<file path="src/rtl/sort_pkg.sv">
// Shared sorter geometry: element width N and elements per frame W.
package sort_pkg;
    localparam int N  = 8;
    localparam int W  = 4;
    localparam int IW = (W > 1) ? $clog2(W) : 1;
    typedef logic [W-1:0][N-1:0] frame_t;
endpackage

</file>
<file path="src/rtl/sort_drain.sv">
// Deskews skewed sorter rows into whole frames, buffers DEPTH frames, streams elements by rank.
// Latency: first beat W+1 cycles after i_vld; 1 beat/cycle sustained.
// Backpressure: outputs hold while o_valid & !i_ready; full FIFO drops frames (o_ovf). Option: SORT_DRAIN_CHECK_EN.
module sort_drain
    import sort_pkg::*;
#(
    parameter int DEPTH = 4
) (
    input  logic                  clk,
    input  logic                  rst_n,
    input  logic                  i_vld,
    input  logic [W-1:0][N-1:0]   i_y_q,
    output logic                  o_valid,
    input  logic                  i_ready,
    output logic [N-1:0]          o_data,
    output logic [IW-1:0]         o_idx,
    output logic                  o_last,
    output logic                  o_ovf,
    output logic                  o_order_err
);

    localparam int PW = $clog2(DEPTH);
    localparam logic [0:0] ST_IDLE = 1'b0;
    localparam logic [0:0] ST_SEND = 1'b1;

    logic [W-1:0]  vchain;
    frame_t        aligned;
    logic          aln_vld;

    frame_t        mem [DEPTH];
    logic [PW-1:0] wr_ptr, rd_ptr, nxt_ptr;
    logic [PW:0]   level, remain;

    logic          acc, pop, full, push, drop, load, nxt_avail;
    frame_t        nxt_frame;

    logic [0:0]    state, state_d;
    logic          valid_d, last_d;
    logic [N-1:0]  data_d;
    logic [IW-1:0] idx_d;

    // Tap i is high in the cycle row i of a frame is on i_y_q.
    always_ff @(posedge clk or negedge rst_n) begin
        if (!rst_n) begin
            vchain <= '0;
        end else begin
            vchain[0] <= i_vld;
            for (int i = 1; i < W; i++) vchain[i] <= vchain[i-1];
        end
    end

    for (genvar r = 0; r < W - 1; r++) begin : g_row
        localparam int D = W - 1 - r;
        logic [D-1:0][N-1:0] dly;
        always_ff @(posedge clk or negedge rst_n) begin
            if (!rst_n) begin
                dly <= '0;
            end else begin
                if (vchain[r]) dly[0] <= i_y_q[r];
                for (int k = 1; k < D; k++) dly[k] <= dly[k-1];
            end
        end
        assign aligned[r] = dly[D-1];
    end
    assign aligned[W-1] = i_y_q[W-1];
    assign aln_vld      = vchain[W-1];

    assign acc  = o_valid & i_ready;
    assign pop  = acc & o_last;
    assign full = (level == (PW+1)'(DEPTH));
    assign push = aln_vld & (!full | pop);
    assign drop = aln_vld & full & !pop;

    // Next frame comes from the FIFO if one remains after the pop, else straight from the deskew.
    assign remain    = level - (PW+1)'(pop);
    assign nxt_ptr   = rd_ptr + PW'(pop);
    assign nxt_frame = (remain != '0) ? mem[nxt_ptr] : aligned;
    assign nxt_avail = (remain != '0) | push;
    assign load      = (state == ST_IDLE) | pop;

    always_comb begin
        state_d = state;
        valid_d = o_valid;
        data_d  = o_data;
        idx_d   = o_idx;
        last_d  = o_last;
        if (load) begin
            idx_d = '0;
            if (nxt_avail) begin
                state_d = ST_SEND;
                valid_d = 1'b1;
                data_d  = nxt_frame[0];
                last_d  = (W == 1);
            end else begin
                state_d = ST_IDLE;
                valid_d = 1'b0;
                last_d  = 1'b0;
            end
        end else if (acc) begin
            idx_d  = o_idx + 1'b1;
            data_d = mem[rd_ptr][idx_d];
            last_d = (idx_d == IW'(W - 1));
        end
    end

    always_ff @(posedge clk) begin
        if (push) mem[wr_ptr] <= aligned;
    end

    always_ff @(posedge clk or negedge rst_n) begin
        if (!rst_n) begin
            wr_ptr  <= '0;
            rd_ptr  <= '0;
            level   <= '0;
            state   <= ST_IDLE;
            o_valid <= 1'b0;
            o_data  <= '0;
            o_idx   <= '0;
            o_last  <= 1'b0;
            o_ovf   <= 1'b0;
        end else begin
            if (push) wr_ptr <= wr_ptr + 1'b1;
            if (pop)  rd_ptr <= rd_ptr + 1'b1;
            level   <= level + (PW+1)'(push) - (PW+1)'(pop);
            state   <= state_d;
            o_valid <= valid_d;
            o_data  <= data_d;
            o_idx   <= idx_d;
            o_last  <= last_d;
            if (drop) o_ovf <= 1'b1;
        end
    end

`ifdef SORT_DRAIN_CHECK_EN
    logic [N-1:0] prev_data;
    always_ff @(posedge clk or negedge rst_n) begin
        if (!rst_n) begin
            prev_data   <= '0;
            o_order_err <= 1'b0;
        end else if (acc) begin
            prev_data <= o_data;
            if (o_idx != '0 && o_data < prev_data) o_order_err <= 1'b1;
        end
    end
`else
    assign o_order_err = 1'b0;
`endif

endmodule

</file>
<file path="config.mk">
export PLATFORM = sky130hd
export DESIGN_NAME = sort_drain
export DESIGN_NICKNAME = d
export VERILOG_FILES = /design/src/rtl/sort_pkg.sv /design/src/rtl/sort_drain.sv
export SDC_FILE = /design/constraint.sdc
export NUM_CORES = 1
export LEC_CHECK = 0
export BUFFER_PORTS_ARGS = -buffer_cell sky130_fd_sc_hd__buf_2
export CAP_MARGIN = 25
export CORE_MARGIN = 3
export CORE_UTILIZATION = 64
export CTS_CLUSTER_SIZE = 40
export DETAILED_ROUTE_END_ITERATION = 6
export GPL_TIMING_DRIVEN = 0
export MAX_ROUTING_LAYER = met4
export PLACE_DENSITY = 0.83
export SLEW_MARGIN = 10
export SYNTH_ARGS = -nofsm -noshare
export SYNTH_HDL_FRONTEND = slang
export SYNTH_SLANG_ARGS = --single-unit
</file>
<file path="constraint.sdc">
create_clock -name clk -period 4.5 [get_ports clk]
set_input_delay 0.225 -clock clk [delete_from_list [all_inputs] [get_ports clk]]
set_output_delay 0.225 -clock clk [all_outputs]
set_load 0.05 [all_outputs]
</file>
==> metrics <==
outcome complete, no violations; Synth area leader edfxtp_1; Max-cap violations 0; endpoints failing setup 0; total grt overflow 0; Mapped Area 7820 um^2; TritonCTS clock tree yes; crit path time final 3.694 ns; CP Launch Type flop; Synth area leaders edfxtp_1 (49%), dfrtp_1 (23%), mux4_2 (8.4%); slew margin rel. 37.25%; number of global-route vias before repair 4340; yosys warns 0; Hold/Removal Path Class input pin to flop; period utilization about 82%; Worst VDD drop 0.0005043 V; CTS max path bufs 2; core box area between 10000 and 15000 um^2; Final Util 76.89%; gr usage total between 20% and 30%; register area share after synthesis 72.19%; top_reg_cell synth edfxtp_1; Synth Area per Inst 19.36 um^2; share of layout cells above drive strength 1 32.25%; DRT Pass-1 Iters 5; Die Y 116.5 um; DR WL/cell 24.34 um; Final nets roughly 530; CTS Buf Count 17; DRC violations left 0; DIE AREA 13580 um^2; clk_lat worst skew 0.43 ns; H-tree Lvls 4; number of port buffers 48; fill count 633; #FFs+latches synth 200; Initial Utilization 67.05%; post-detail-place hpwl slightly above 10000 um; pre-CTS setup slack 0.8853 ns; count of final hold-check violations 0; n_diodes 0; fmax 270.7 MHz; CP Capture Type flop; Distinct cells, synth 41; Iter 0 DRT Violations 472; most common cell after layout, fill and taps aside edfxtp_1; GP Congestion 0.8098; Final WS setup 0.8062 ns; Leak 3.401 nW; DR vias/cell between 6 and 7; Cell Pwr Density approximately 670 nW/um^2; largest net degree at the start of global routing 39; Post-CTS Setup Bufs 0; Post-synth EDFFs 128; critical path class flop to flop; commonest cells after routing, fill and taps aside edfxtp_1 (128), dfrtp_1 (72), buf_2 (52); Synth Instances 404; Worst-path clk slew 0.07 ns; Area growth, synth to finish 14.67%; RSZ-0062 raised after global routing false; Setup Skew 0.008872 ns; Fin Setup TNS 0 ns; via count 4055; clock sink total 200; post-synthesis async set-or-reset flop share 36.00%; final slew viol count 0; total power 6.037 mW; initial antenna violation count 0; Std-Cell Rows 39; CP Max Fanout 10; Worst-Margin Slew around 0.94 ns; CP Data Required Time 4.82 ns; Final ANT Viol Nets 0; top cell type's share of synthesized area 49.15%; die width 116.5 um; clock root buffer clkbuf_16; first-pass GRT wire length 24080 um; WP data arrival 4.01 ns; I/O pins 50; final WL 15480 um; Mapped Nets 450
state kept, by name (all words and copies together) (netlist names), 3 cells and up:
name and cells:
mem 128, g_row.dly 32, aligned 16, o_data 8, vchain 4, level 3
where the power goes:
group	switching, mW	internal [mW]	leakage, nW
logic	1.16	0.874	1.11
clock network	0.650	0.818	0.278
registers	0.167	2.37	2.01
total	1.98	4.06	3.40
cells by family after synthesis:
| group | Yosys count | share of synthesized area (%) |
|---|---|---|
| buffers and inverters | 29 | 2.064 |
| AND/OR/NAND/NOR | 29 | 2.080 |
| XOR/XNOR | 7 | 0.7840 |
| flip-flops | 200 | 72.19 |
| other | 1 | 0.04795 |
| AO/OA/AOI/OAI | 40 | 3.520 |
| adder cells (fa/ha/maj) | 10 | 1.696 |
| multiplexers | 88 | 17.62 |
critical path, stage by stage (launching register included):
cell      delay (ns)
dfrtp_1         0.33
clkbuf_1        0.49
inv_2           0.28
ha_1            0.37
buf_2           0.21
clkbuf_1        0.59
mux4_2          0.41
a22oi_1         0.41
a22oi_1         0.18
mux2_2          0.29
what timing repair did:
item,in CTS,in global routing
hold buffers,4,0
gates resized for setup,0,0
endpoints found under the setup margin,0,0
endpoints found under the hold margin,43,0
routing by layer:
metal	GRT usage [%]	share of wire, %
met2	41.08	51
met3	6.321	6.4
met1	32.26	39
met4	10.93	2.9
met5	-	0
synthesized netlist by cell type (all sizes together), types with 2 or more instances:
cell type,number
dfrtp,72
buf,12
clkbuf,7
o22a,3
a22oi,9
mux2,29
xor2,3
mux4,35
xnor2,4
nand2b,3
mux2i,24
edfxtp,128
o31ai,2
nor2b,3
o22ai,4
and3,5
and2,4
inv,10
a221oi,2
nand2,5
o21ai,3
a21oi,10
ha,9
nor2,4
a2bb2oi,4
worst paths after layout:
kind / start / slack, ns / cells past startpoint / end
setup / recovery: o_idx[0]$_DFFE_PN0P_ / 0.81 / 9 / o_data[3]$_DFFE_PN0P_
hold / removal: i_y_q[27] / 0.02 / 1 / mem[0][27]$_DFFE_PP_
setup reg to reg: o_idx[0]$_DFFE_PN0P_ / 0.81 / 9 / o_data[3]$_DFFE_PN0P_
hold reg to reg: g_row[0].dly[13]$_DFF_PN0_ / 0.35 / 0 / aligned[5]$_DFF_PN0_
max in group asynchronous: rst_n / 3.64 / 3 / g_row[0].dly[0]$_DFFE_PN0P_
min in group asynchronous: rst_n / 0.29 / 2 / g_row[1].dly[7]$_DFFE_PN0P_
through the flow:
step | cell area [um^2] | instances | hold WS, ns
final | 8967 | 636 | 0.01649
after global routing | 8967 | 636 | 0.01278
after detailed placement | 8354 | 600 | 0.2094
after floorplan | 7820 | 404 | -0.07059
after global placement | 8239 | 595 | 0.3317
after CTS | 8967 | 636 | 0.001857
cell type report:
type                            count  area, um^2  share of cell area, %
Buffer                             19       123.9                  1.381
Clock buffer                       17       425.4                  4.744
Clock inverter                     15       147.6                  1.646
Inverter                           10       37.54                 0.4186
Multi-Input combinational cell    175        2018                  22.51
Sequential cell                   200        5645                  62.96
Tap cell                          143       178.9                  1.995
Timing Repair Buffer               57       390.4                  4.353
Power figures use the tool's default switching activity.
